--- config.mk ---
export PLATFORM = sky130hd
export DESIGN_NAME = regfile_wen_decoder
export DESIGN_NICKNAME = d
export VERILOG_FILES = /design/src/rtl/regfile_wen_decoder_pkg.sv /design/src/rtl/decoder_n.sv /design/src/rtl/regfile_wen_decoder.sv
export SDC_FILE = /design/constraint.sdc
export NUM_CORES = 1
export LEC_CHECK = 0
export CAP_MARGIN = 15
export CORE_MARGIN = 1
export CORE_UTILIZATION = 39
export CTS_CLUSTER_DIAMETER = 100
export CTS_CLUSTER_SIZE = 10
export DETAILED_ROUTE_END_ITERATION = 7
export PLACE_DENSITY = 0.64
export SETUP_SLACK_MARGIN = 0.4
export SYNTH_ARGS = -nofsm -noshare
export SYNTH_HDL_FRONTEND = slang
export SYNTH_SLANG_ARGS = --single-unit
--- constraint.sdc ---
create_clock -name clk -period 1.69 [get_ports clk]
set_input_delay 0.2535 -clock clk [delete_from_list [all_inputs] [get_ports clk]]
set_output_delay 0.2535 -clock clk [all_outputs]
set_load 0.01 [all_outputs]
--- src/rtl/regfile_wen_decoder_pkg.sv ---
// Shared types and defaults for the register-file write-enable decoder.
//   state_e        : FSM state encoding (CLEAR sweep / RUN decode)
//   DEFAULT_ADDR_W : default write-address width
package regfile_wen_pkg;

  localparam int unsigned DEFAULT_ADDR_W = 5;

  typedef enum logic {
    CLEAR = 1'b0,
    RUN   = 1'b1
  } state_e;

endpackage : regfile_wen_pkg

--- src/rtl/decoder_n.sv ---
// Generic combinational N-way decoder: sel/en -> one-hot vector.
// Ports:
//   sel      in  ADDR_W  index to decode
//   en       in  1       gate; 0 forces all-zero output
//   onehot_c out NREG    one-hot (or zero when en=0 or sel >= NREG)
module decoder_n #(
  parameter int unsigned ADDR_W = 5,
  parameter int unsigned NREG   = 2 ** ADDR_W
) (
  input  logic [ADDR_W-1:0] sel,
  input  logic              en,
  output logic [NREG-1:0]   onehot_c
);

  // Indices with no matching output bit simply produce zero.
  always_comb begin
    onehot_c = '0;
    for (int unsigned i = 0; i < NREG; i++) begin
      onehot_c[i] = en && (sel == ADDR_W'(i));
    end
  end

endmodule : decoder_n

--- src/rtl/regfile_wen_decoder.sv ---
// Registered write-enable decoder for the register file, with a
// zero-register mask and an automatic clear sweep after reset / on request.
// Ports:
//   clk        in  1       system clock, rising edge
//   reset      in  1       asynchronous active-high reset
//   wr_addr    in  ADDR_W  register index to write
//   wr_en      in  1       write request
//   clr_req    in  1       request a full clear sweep
//   busy       out 1       high while sweeping (decoded from the state register)
//   en_out     out NREG    registered one-hot write enables
//   clr_active out 1       registered; marks sweep enables (select zero data)
//   wr_drop    out 1       registered pulse: a write request was discarded
module regfile_wen_decoder
  import regfile_wen_pkg::*;
#(
  parameter int unsigned ADDR_W   = DEFAULT_ADDR_W,
  parameter int unsigned NREG     = 2 ** ADDR_W,
  parameter int unsigned ZERO_IDX = NREG - 1,
  parameter int unsigned HAS_ZERO = 1
) (
  input  logic              clk,
  input  logic              reset,
  input  logic [ADDR_W-1:0] wr_addr,
  input  logic              wr_en,
  input  logic              clr_req,
  output logic              busy,
  output logic [NREG-1:0]   en_out,
  output logic              clr_active,
  output logic              wr_drop
);

  localparam logic [ADDR_W-1:0] LAST_IDX = ADDR_W'(NREG - 1);
  localparam logic [ADDR_W-1:0] ZERO_A   = ADDR_W'(ZERO_IDX);
  localparam logic              MASK_ON  = (HAS_ZERO != 0);

  state_e            state_q, state_d;
  logic [ADDR_W-1:0] cnt_q, cnt_d;
  logic [NREG-1:0]   en_out_q, en_out_d;
  logic              clr_active_q, clr_active_d;
  logic              wr_drop_q, wr_drop_d;

  logic [ADDR_W-1:0] dec_sel;
  logic              dec_en;
  logic [NREG-1:0]   dec_onehot;

  // Single decoder shared between the sweep counter and the write address.
  decoder_n #(
    .ADDR_W (ADDR_W),
    .NREG   (NREG)
  ) u_dec (
    .sel      (dec_sel),
    .en       (dec_en),
    .onehot_c (dec_onehot)
  );

  // Next-state, counter and output decode.
  always_comb begin
    state_d      = state_q;
    cnt_d        = cnt_q;
    dec_sel      = wr_addr;
    dec_en       = 1'b0;
    clr_active_d = 1'b0;
    wr_drop_d    = 1'b0;

    unique case (state_q)
      CLEAR: begin
        // Sweep every register, including the zero register; clr_req ignored.
        dec_sel      = cnt_q;
        dec_en       = 1'b1;
        clr_active_d = 1'b1;
        wr_drop_d    = wr_en;
        if (cnt_q == LAST_IDX) begin
          state_d = RUN;
          cnt_d   = '0;
        end else begin
          cnt_d = cnt_q + ADDR_W'(1);
        end
      end
      RUN: begin
        if (clr_req) begin
          // Clear wins over a same-cycle write; that write must be retried.
          state_d   = CLEAR;
          cnt_d     = '0;
          wr_drop_d = wr_en;
        end else begin
          dec_en = wr_en && !(MASK_ON && (wr_addr == ZERO_A));
        end
      end
      default: begin
        state_d = CLEAR;
        cnt_d   = '0;
      end
    endcase

    en_out_d = dec_onehot;
  end

  // State and output registers.
  always_ff @(posedge clk or posedge reset) begin
    if (reset) begin
      state_q      <= CLEAR;
      cnt_q        <= '0;
      en_out_q     <= '0;
      clr_active_q <= 1'b0;
      wr_drop_q    <= 1'b0;
    end else begin
      state_q      <= state_d;
      cnt_q        <= cnt_d;
      en_out_q     <= en_out_d;
      clr_active_q <= clr_active_d;
      wr_drop_q    <= wr_drop_d;
    end
  end

  assign busy       = (state_q == CLEAR);
  assign en_out     = en_out_q;
  assign clr_active = clr_active_q;
  assign wr_drop    = wr_drop_q;

endmodule : regfile_wen_decoder

; Yosys cells after proc, flatten, opt, wreduce, memory -nomap -nowiden
; Cells that the tools add are included.
[word_totals]
regBits = 40
in_bits = 9
out_inout_bits = 35
word_cells = 88
[op_classes]
addsub = 1
n_eq_ne = 34
mux = 12
n_bitwise = 1
reduce_logical = 35
[ops]
columns = operator, n
row1 = 5-bit equality test (second input constant), 18
row2 = 5-bit by 4-bit equality test with 1-bit output (second input constant), 8
row3 = 1-bit logical AND, 33
row4 = 5-bit by 3-bit equality test with 1-bit output (second input constant), 4
row5 = 5-bit 2-to-1 mux, 3
row6 = 5-bit by 2-bit equality test with 1-bit output (second input constant), 2
row7 = 5-bit one-hot mux with 2 select lines, 1
row8 = 1-bit one-hot mux with 2 select lines, 3
row9 = 5-bit by 1-bit adder with 5-bit output (second input constant), 1
row10 = 5-bit by 1-bit equality test with 1-bit output (second input constant), 1
row11 = 5-bit zero test, 1
row12 = 1-bit 2-to-1 mux, 5
row13 = 2-bit inequality test (second input constant), 1
row14 = 1-bit zero test, 1
row15 = 1-bit inverter, 1

; Logic depth before layout (Yosys ltp)
[depth]
word_depth = 6
ltp_mapped = 6
mapped_depth_nobuf = 6

; Cells and area by module
; From an unflattened synthesis, not the netlist that was laid out.
[hier_totals]
cells_unflattened = 116
area_unflattened_um2 = 1478.9
[modules_own_cells]
columns = module, instances, cells_each, area_per_inst_um2, seq_area_each_um2
row1 = regfile_wen_decoder, 1, 69, 1248.7, 1001.0
row2 = decoder_n, 1, 47, 230.2, 0.0

; Least setup slack after synthesis
; Ideal clock, no wire load.
[synth_path]
path_type = reg-to-reg
startpoint = register cnt_q[0]
endpoint = register cnt_q[3]
setup_time_ns = 0.064
arrival_time_ns = 1.461
required_ns = 1.626
path_slack_ns = 0.165
path_stages_with_launch = 7
n_path_buf = 0
period_less_slack_ns = 1.525
path_cell_list = dfrtp_1 ha_1 and3_2 ha_1 nor2_1 a21o_1 a21o_1
[synth_between]
elab_chain_len = 3
word_cells_on_any_way = 4
cone_classes = add/sub (1) / eq/ne (1) / mux (2)
[synth_rtl]
columns = item, line
row1 = start: declaration, regfile_wen_decoder.sv:37  ; logic [ADDR_W-1:0] cnt_q, cnt_d;
row2 = start signal: assignment, regfile_wen_decoder.sv:108  ; cnt_q <= cnt_d;
row3 = 5-bit by 1-bit adder with 5-bit output / 5-bit equality test (equally long branches), "regfile_wen_decoder.sv:76, regfile_wen_decoder.sv:72"
row4 = 5-bit 2-to-1 mux *, regfile_wen_decoder.sv:72  ; if (cnt_q == LAST_IDX) begin
row5 = 5-bit one-hot mux with 2 select lines *, regfile_wen_decoder.sv:65  ; unique case (state_q)
; Mark *: on every way between the ends. The rest lies on a longest branch, timed or not.
; A chain may end at the register's enable or synchronous reset.

; Worst setup path after layout
[layout_path]
startpoint = register state_q
endpoint = register en_out_q[22], in the netlist en_out[22]
[layout_between]
elab_chain_len = 3
word_cells_on_any_way = 5
cone_classes = eq/ne (1) / mux (2) / bitwise (1) / reduce/logical (1)
[layout_rtl]
columns = item, line
row1 = start: declaration, regfile_wen_decoder.sv:36  ; state_e state_q, state_d;
row2 = start signal: assignment, regfile_wen_decoder.sv:107  ; state_q <= state_d;
row3 = 5-bit 2-to-1 mux / 1-bit inverter (equally long branches), -
row4 = 5-bit equality test / 1-bit one-hot mux with 2 select lines (equally long branches), "decoder_n.sv:19, regfile_wen_decoder.sv:65"
row5 = 1-bit logical AND *, decoder_n.sv:19  ; onehot_c[i] = en && (sel == ADDR_W'(i));
row6 = net dec_onehot[22], regfile_wen_decoder.sv:44  ; logic [NREG-1:0] dec_onehot;
row7 = end signal: assignment, regfile_wen_decoder.sv:109  ; en_out_q <= en_out_d;
row8 = end: declaration, regfile_wen_decoder.sv:38  ; logic [NREG-1:0] en_out_q, en_out_d;
; The timed path passes the listed nets; every way through them passes the cells marked *.

==> results.toml <==
[clock_network]
cts_tree = "done"
path_clk_slew_ns = 0.07
clockRootBuffer = "clkbuf_8"
cts_buffers = 5
clock-sinks = 40
clk_latency_ns = 0.28
htreeDepth = 2
hold_buffers = 0
cts_buffer_depth = 2

[critical_path]
path_class = "flip-flop to flip-flop"
cp-end-kind = "flip-flop"
cp.required_ns = 1.86
cp-start-kind = "flip-flop"
path_max_fanout = 8
cp.arrival_ns = 1.61

[pwr]
power.leakage_nw = 1.28
peakVddDrop_mv = 0.900
power.density_nw_per_um2 = 1730

[placement]
routabilityCongestion = 0.840
placedCellCount = 229
place_area_um2 = 2180
port_buffers = 43
place_ws_ns = 0.0744
post-dp-hpwl_mm = 2.42

[global_route]
grt_pass1_wl_mm = 6.22
gr-total-overflow = 0
grt_pass1_vias = 1307
grt_use_total = 0.196
grt_antenna_before_repair = 0
grt_max_degree = 41

[synth]
netlist_top_cells_area = "dfrtp_1 (62%), nor2_1 (5.3%), nor3_1 (4.3%)"
synth_top_flop_cell = "dfrtp_1"
synthDistinctLibCells = 34
netlist_area_um2 = 1630
yosysTopAreaCell = "dfrtp_1"
seq_area_frac_synth = 0.616
syn-num-nets = 143
yosysTopAreaCellShare = 0.616
synth_edf_count = 0
async_reset_ff_frac = 1.00
avgSynthCellArea_um2 = 12.3
ys_warn_count = 0
syn_inst = 132
ys_ff_latch = 40

[route]
wire_per_inst_um = 15.3
routed_wl_mm = 3.73
vias = 1222
viasPerCell = 5.01
drtIter0Drc = 30
ant_nets = 0
route.detailed.drc = 0
drtPass1Iterations = 4

[sta]
worst_pin_slew_ns = 0.377
drv_slew = 0
rsz0062_at_grt = "yes"
timing.fmax_ghz = 0.695
setup_viol = 0
fin_crit_ns = 1.44
finClkSkew_ns = 0.00734
timing.setup.tns_ns = 0
slew_headroom = 0.748
fin_crit_sh = 0.851
final_hold_viol_count = 0
setup_slack_ns = 0.251

[finish]
drive_gt1_frac = 0.407
fin_nets = 205
layoutNonFillerInstCount = 244
mostFrequentLayoutCells = "dfrtp_1 (36), dlygate4sd2_1 (34), nor3_2 (13)"
final_common_cell = "dfrtp_1"
postLayoutCoreUtil = 0.643
area_growth_pct = 58.4
post-route-cell-area_um2 = 2570
antenna_cells = 0

[die]
std_cell_rows = 23
die_w_um = 66.6
initial_core_util = 0.406
coreArea_um2 = 4000
die_h_um = 66.6
ios = 44
die-area_um2 = 4430

[hold_path]
hold_class = "input port to asynchronous set/reset pin"

[status]
outcome = "finished clean"

[job]
cap_viol_max_count = 0
==> Yosys cell counts, drive strengths merged, types with 2 or more instances <==
master	count
a21oi	2
and3	3
dfrtp	40
buf	4
o21ai	3
o22ai	5
inv	5
nor2b	3
a21o	2
nor3b	4
and3b	3
nand2	3
ha	2
nor3	19
a31oi	2
nor2	23
==> power breakdown <==
part	switching, mW	internal, mW
Clock	0.298	0.581
Sequential	0.148	1.17
Combinational	1.21	1.05
Total	1.66	2.81
==> final cells by class <==
cell class | count | area (um^2)
fill | 318 | 1430
sequential | 40 | 1010
multi-input combinational | 83 | 781
timing repair buffer | 59 | 577
clock buffer | 5 | 68.8
tap | 50 | 62.6
clock inverter | 2 | 60.1
inverter | 5 | 18.8
==> path summary, 6_finish.rpt <==
check | from | endpoint | slack [ns] | depth (start not counted)
worst max-delay path | state_q$_DFF_PP0_ | en_out[22]$_DFF_PP0_ | 0.25 | 6
worst min-delay path | reset | en_out[1]$_DFF_PP0_ | 0.33 | 3
worst max register to register | state_q$_DFF_PP0_ | en_out[22]$_DFF_PP0_ | 0.25 | 6
worst min register to register | state_q$_DFF_PP0_ | clr_active$_DFF_PP0_ | 0.52 | 1
max in group asynchronous | reset | cnt_q[3]$_DFFE_PP0P_ | 1.16 | 3
min in group clk | state_q$_DFF_PP0_ | clr_active$_DFF_PP0_ | 0.52 | 1
==> logic make-up (layout without fill, tap and decap cells) <==
logic type | count (synthesis) | count (layout) | synth area share
buf+inv | 9 | 71 | 0.0439
mux | 1 | 1 | 0.00693
compound gates | 16 | 16 | 0.0854
flops | 40 | 40 | 0.616
fa+ha+maj | 2 | 2 | 0.0154
simple gates | 64 | 64 | 0.232
==> routing by layer <==
layer  GRT usage  vias to the layer above  wire length [um]
met5           0                        -                 0
met4      0.0771                        0                77
met3      0.0428                        8               170
met2       0.372                       38              2020
met1       0.206                      594              1450
li1            -                      582                 -
==> critical path, stage by stage (launching register included) <==
cell and delay, ns:
dfrtp_2 0.44, buf_6 0.16, buf_12 0.14, and3b_2 0.24
nor2_2 0.16, buf_6 0.14, nor3_2 0.04
==> flip-flops by register name (all words and copies together), names as in the netlist <==
name	flops
state_q	1
en_out	32
cnt_q	5
wr_drop	1
clr_active	1
==> metrics by stage <==
| stage | hold slack, ns | total power, mW |
|---|---|---|
| floorplan | 0.340 | 2.35 |
| global placement | 0.622 | 2.94 |
| detailed placement | 0.618 | 2.97 |
| CTS | 0.341 | 4.33 |
| global route | 0.363 | 4.73 |
| finish | 0.331 | 4.46 |
==> what timing repair did <==
action / CTS / global route
pin swaps: 16 / 6
cloned: 1 / 0
setup endpoints to repair: 72 / 37
resized for setup: 77 / 17
setup buffers: 7 / 0
(Power assumes the default switching activity.)
